===== config.mk =====
export PLATFORM = sky130hd
export DESIGN_NAME = scan_sequencer
export DESIGN_NICKNAME = d
export VERILOG_FILES = /design/src/rtl/scan_sequencer.sv
export SDC_FILE = /design/constraint.sdc
export NUM_CORES = 1
export LEC_CHECK = 0
export CORE_UTILIZATION = 50
export CTS_BUF_LIST = sky130_fd_sc_hd__clkbuf_16
export CTS_CLUSTER_SIZE = 10
export DETAILED_ROUTE_END_ITERATION = 12
export MAX_ROUTING_LAYER = met4
export PLACE_DENSITY = 0.85
export SLEW_MARGIN = 0
export SYNTH_ARGS = -nofsm -noshare
export SYNTH_HDL_FRONTEND = slang
export SYNTH_SLANG_ARGS = --single-unit

===== constraint.sdc =====
create_clock -name clk -period 2.4 [get_ports clk]
set_input_delay 0.48 -clock clk [delete_from_list [all_inputs] [get_ports clk]]
set_output_delay 0.48 -clock clk [all_outputs]
set_load 0.01 [all_outputs]

===== src/rtl/scan_sequencer.sv =====
// scan_sequencer
//   Walks a rows x cols grid in row-major order and emits one (row, col) index
//   pair per accepted valid/ready transfer. Owns the start/done protocol for the
//   downstream datapath counters and register file.
//
// Ports
//   clk    in   system clock, rising edge
//   rst    in   asynchronous active-low reset
//   start  in   request a new scan (sampled only in IDLE)
//   rows   in   row count, WORD_LENGTH+1 bits, latched on accepted start
//   cols   in   column count, WORD_LENGTH+1 bits, latched on accepted start
//   ready  in   downstream accepts the current pair
//   valid  out  row/col/last are meaningful
//   row    out  current row index
//   col    out  current column index
//   last   out  current pair is (rows-1, cols-1)
//   busy   out  scan in progress (RUN or DONE)
//   done   out  one-cycle pulse after the final transfer
//   err    out  one-cycle pulse on start with a zero dimension
module scan_sequencer #(
   parameter int unsigned WORD_LENGTH = 8
) (
   input  logic                   clk,
   input  logic                   rst,
   input  logic                   start,
   input  logic [WORD_LENGTH:0]   rows,
   input  logic [WORD_LENGTH:0]   cols,
   input  logic                   ready,
   output logic                   valid,
   output logic [WORD_LENGTH-1:0] row,
   output logic [WORD_LENGTH-1:0] col,
   output logic                   last,
   output logic                   busy,
   output logic                   done,
   output logic                   err
);

   localparam int unsigned DW = WORD_LENGTH + 1;

   typedef enum logic [1:0] {
      S_IDLE,
      S_RUN,
      S_DONE
   } state_t;

   state_t                 state, state_n;
   logic [DW-1:0]          rows_q, cols_q, rows_n, cols_n;
   logic [WORD_LENGTH-1:0] row_n, col_n;
   logic                   valid_n, last_n, busy_n, done_n, err_n;

   // Indices are zero-extended so that a dimension of 2^WORD_LENGTH compares
   // correctly against a maximum index of 2^WORD_LENGTH-1.
   logic [DW-1:0] row_x, col_x, rows_m1, cols_m1;
   logic          row_end, col_end;

   assign row_x   = {1'b0, row};
   assign col_x   = {1'b0, col};
   assign rows_m1 = rows_q - DW'(1);
   assign cols_m1 = cols_q - DW'(1);
   assign row_end = (row_x == rows_m1);
   assign col_end = (col_x == cols_m1);

   always_ff @(posedge clk or negedge rst) begin
      if (!rst) begin
         state  <= S_IDLE;
         rows_q <= '0;
         cols_q <= '0;
         row    <= '0;
         col    <= '0;
         valid  <= 1'b0;
         last   <= 1'b0;
         busy   <= 1'b0;
         done   <= 1'b0;
         err    <= 1'b0;
      end else begin
         state  <= state_n;
         rows_q <= rows_n;
         cols_q <= cols_n;
         row    <= row_n;
         col    <= col_n;
         valid  <= valid_n;
         last   <= last_n;
         busy   <= busy_n;
         done   <= done_n;
         err    <= err_n;
      end
   end

   // All outputs are registered, so last is computed for the pair that will be
   // presented next rather than decoded from the current one.
   always_comb begin
      state_n = state;
      rows_n  = rows_q;
      cols_n  = cols_q;
      row_n   = row;
      col_n   = col;
      valid_n = valid;
      last_n  = last;
      busy_n  = busy;
      done_n  = 1'b0;
      err_n   = 1'b0;

      case (state)
         S_IDLE: begin
            valid_n = 1'b0;
            last_n  = 1'b0;
            busy_n  = 1'b0;
            if (start) begin
               if ((rows == '0) || (cols == '0)) begin
                  err_n = 1'b1;
               end else begin
                  rows_n  = rows;
                  cols_n  = cols;
                  row_n   = '0;
                  col_n   = '0;
                  valid_n = 1'b1;
                  busy_n  = 1'b1;
                  last_n  = (rows == DW'(1)) && (cols == DW'(1));
                  state_n = S_RUN;
               end
            end
         end

         S_RUN: begin
            if (valid && ready) begin
               if (!col_end) begin
                  col_n  = col + WORD_LENGTH'(1);
                  last_n = row_end && ((col_x + DW'(1)) == cols_m1);
               end else if (!row_end) begin
                  col_n  = '0;
                  row_n  = row + WORD_LENGTH'(1);
                  last_n = ((row_x + DW'(1)) == rows_m1) && (cols_q == DW'(1));
               end else begin
                  row_n   = '0;
                  col_n   = '0;
                  valid_n = 1'b0;
                  last_n  = 1'b0;
                  done_n  = 1'b1;
                  state_n = S_DONE;
               end
            end
         end

         S_DONE: begin
            busy_n  = 1'b0;
            state_n = S_IDLE;
         end

         default: begin
            valid_n = 1'b0;
            last_n  = 1'b0;
            busy_n  = 1'b0;
            state_n = S_IDLE;
         end
      endcase
   end

endmodule


==> impl_metrics.ini <==
[status]
status = finished with violations
violations = setup timing

[place]
port_buffers = 42
dp_hpwl_microns = 6330
preCtsSetupSlack_ps = -290
finalWeightedCongestion = 0.911
placedCellCount = 485

[cts]
clkSlewWorstSetupHoldPaths_ps = 70
tritoncts_num_sinks = 41
h_tree_levels = 2
clk-insertion-delay-late_ps = 280
ctsLongestPathBuffers = 2
tritoncts.num_buffers = 5
cts.root.buffer_cell = sky130_fd_sc_hd__clkbuf_16
clock_tree_from_tritoncts = built

[yosys]
synth_seq_area_share = 0.342
number_of_enable_flip_flop_cells_after_synthesis = 0
synth_warn = 0
ys_top_cells_by_area = sky130_fd_sc_hd__dfrtp_1 34%, sky130_fd_sc_hd__xnor2_1 5.3%, sky130_fd_sc_hd__xor2_1 5.3%
syn_area_sq_mm = 0.00300
syn_area_per_cell_sq_um = 9.14
post-synth-top-area-fraction = 0.342
postSynthRegisterBits = 41
synth_cell_type_count = 66
syn_inst = 328
synth_nets = 355
yosysTopAreaCell = sky130_fd_sc_hd__dfrtp_1
synth-async-reset-ratio = 1.00
ys.flop_type = sky130_fd_sc_hd__dfrtp_1

[power_and_ir_drop]
cellPowerDensity_mw_per_mm2 = 583
power_frac_clock = 0.299
total_leakage_power_nw = 1.87
power.combinational.fraction = 0.366
switching_share = 0.333
p_sw_w = 0.000854
power.total_w = 0.00256
p_seq_frac = 0.336
internal_power_contribution_w = 0.00171
vdd.ir_drop.worst_uv = 401

[floorplan]
chipWidth_microns = 79.4
floorplan.io_pins = 43
die_height_microns = 79.4
die_area_sq_mm = 0.00631
core_sq_mm = 0.00564
fp-row-count = 27
initial_utilization = 0.531

[finish]
final_layout_size_suffix_gt1_frac = 0.316
mostFrequentLayoutCell = sky130_fd_sc_hd__buf_4
finalNetCount = 466
fin_cells = 512
layout_common_cells = 67 x sky130_fd_sc_hd__buf_4, 41 x sky130_fd_sc_hd__clkdlybuf4s50_1, 38 x sky130_fd_sc_hd__dfrtp_1
antenna_fix_cells = 0
p_r_area_growth_vs_syn_pct = 46.7
layout.filler_cells = 380

[critical_path]
timing.rr.start = cols_q[1]$_DFFE_PN0P_
arrival_ps = 2800
source_of_the_critical_timing_path = cols_q[1]$_DFFE_PN0P_
r2r_slack_ps = -230
setup.worst_path.end_class = flop
critPathRequiredTime_ps = 2570
path_max_fanout = 5
crit_type = reg -> reg
worst_setup_start_kind = flop

[timing]
setup_viol = 19
finalWorstSetupSlack_ps = -233
final-max-slew-violation-count = 0
rsz0062_at_grt = true
min_period_over_period = 1.10
final_period_minus_worst_setup_slack_ps = 2630
final_hold_viol_count = 0
max_slew_margin = 0.618
timing_worst_slew_pin_value_ps = 573
fmax_mhz = 380
fin_tns_setup_ps = -2890
fin_skew_ps = 8.23

[grt]
antenna_violations_before_repair = 0
maximum_number_of_pins_on_one_net_before_global_route_repair = 42
groute.layer.met1.usage = 0.334
global_routing_usage_on_met2 = 0.577
grt_util_all_layers = 0.325
top_usage_layer = met2
grt_util_met3 = 0.0469
grt_pass1_wl_microns = 15400
number_of_global_route_vias_before_repair = 3326
global_route.overflow_total = 0

[drt]
via_to_cell_ratio = 6.23
drc = 0
routed_wirelength_microns = 9700
drt_first_iter_violations = 237
drt_pre_antenna_iters = 7
post_detailed_route_count_of_antenna_violating_nets = 0
routed_vias = 3192
routedWlPerCell_microns = 19.0

[job]
max_cap_viols = 0

[hold_path]
holdCritPathClass = in -> async
## cells in the mapped netlist (9+ instances only)
cell type	number
sky130_fd_sc_hd__inv_1	11
sky130_fd_sc_hd__xor2_1	18
sky130_fd_sc_hd__dfrtp_1	41
sky130_fd_sc_hd__nor3_1	10
sky130_fd_sc_hd__nor4_1	11
sky130_fd_sc_hd__mux2_2	12
sky130_fd_sc_hd__o21ai_0	22
sky130_fd_sc_hd__nor2_1	19
sky130_fd_sc_hd__clkbuf_1	9
sky130_fd_sc_hd__nand2b_1	11
sky130_fd_sc_hd__xnor2_1	18
sky130_fd_sc_hd__nand3_1	14
sky130_fd_sc_hd__nand2_1	23
## power by group through the flow
stage               clock network (W)  logic [W]  registers (W)
detailed placement                  0   0.000844       0.000863
global placement                    0   0.000815       0.000860
floorplan                           0   0.000452       0.000868
finish                       0.000765   0.000937       0.000861
CTS                          0.000769   0.000885       0.000850
global route                 0.000799    0.00100       0.000870
## sequential cells by signal, indices dropped and copies added, names as in the netlist
| name | cells |
|---|---|
| valid | 1 |
| state | 2 |
| last | 1 |
| err | 1 |
| done | 1 |
| row | 8 |
| rows_q | 9 |
| cols_q | 9 |
| busy | 1 |
| col | 8 |
## worst paths after layout
check,endpoint,cells past startpoint
setup / recovery,row[5]$_DFFE_PN0P_,12
hold / removal,row[6]$_DFFE_PN0P_,2
setup reg to reg,row[5]$_DFFE_PN0P_,12
hold reg to reg,busy$_DFFE_PN0N_,1
max in group asynchronous,cols_q[3]$_DFFE_PN0P_,2
min in group clk,busy$_DFFE_PN0N_,1
## cell families after synthesis
| family | count (synthesis) | synth area share |
|---|---|---|
| simple gates | 128 | 0.254 |
| fa+ha+maj | 5 | 0.0209 |
| xor+xnor | 36 | 0.105 |
| mux | 15 | 0.0551 |
| compound gates | 78 | 0.189 |
| flops | 41 | 0.342 |
| buf+inv | 25 | 0.0334 |
## stage by stage
step	area [sq um]	hold WS, ps	utilization
after floorplan	3060	184	-
after global placement	3930	461	0.697
after detailed placement	3930	475	0.697
after CTS	4290	173	0.760
after global routing	4400	182	0.780
final	4400	159	0.780
## area by class of cell
class / instances / area, sq um / area share
inverters: 11 / 43.8 / 0.00995
clock buffers: 5 / 125 / 0.0284
repair buffers: 118 / 1020 / 0.232
clock inverters: 3 / 38.8 / 0.00882
flip-flops and latches: 41 / 1030 / 0.234
well taps: 72 / 90.1 / 0.0205
multi-input cells: 262 / 2050 / 0.466
## what timing repair did
item | 4_1_cts | 5_1_grt
gates cloned | 1 | 0
hold buffers | 0 | 0
pin swaps | 20 | 4
buffers inserted | 14 | 4
setup endpoints to repair | 18 | 33
resized for setup | 21 | 19
## layer usage
layer | up-vias | wire length (microns) | share of wire
li1 | 1436 | - | -
met2 | 134 | 5060 | 0.52
met3 | 57 | 354 | 0.036
met5 | - | 0 | 0
met1 | 1565 | 3740 | 0.39
met4 | 0 | 546 | 0.056
## critical path: stages, from the launching register on
cell,delay [ps]
sky130_fd_sc_hd__dfrtp_1,420
sky130_fd_sc_hd__buf_6,140
sky130_fd_sc_hd__nor4_4,270
sky130_fd_sc_hd__buf_4,180
sky130_fd_sc_hd__buf_6,100
sky130_fd_sc_hd__and3_4,170
sky130_fd_sc_hd__o21ai_2,70
sky130_fd_sc_hd__a2111oi_4,390
sky130_fd_sc_hd__buf_4,200
sky130_fd_sc_hd__o21ai_4,60
sky130_fd_sc_hd__buf_6,160
sky130_fd_sc_hd__a31o_4,200
sky130_fd_sc_hd__a22o_1,170
(Power assumes the default switching activity.)
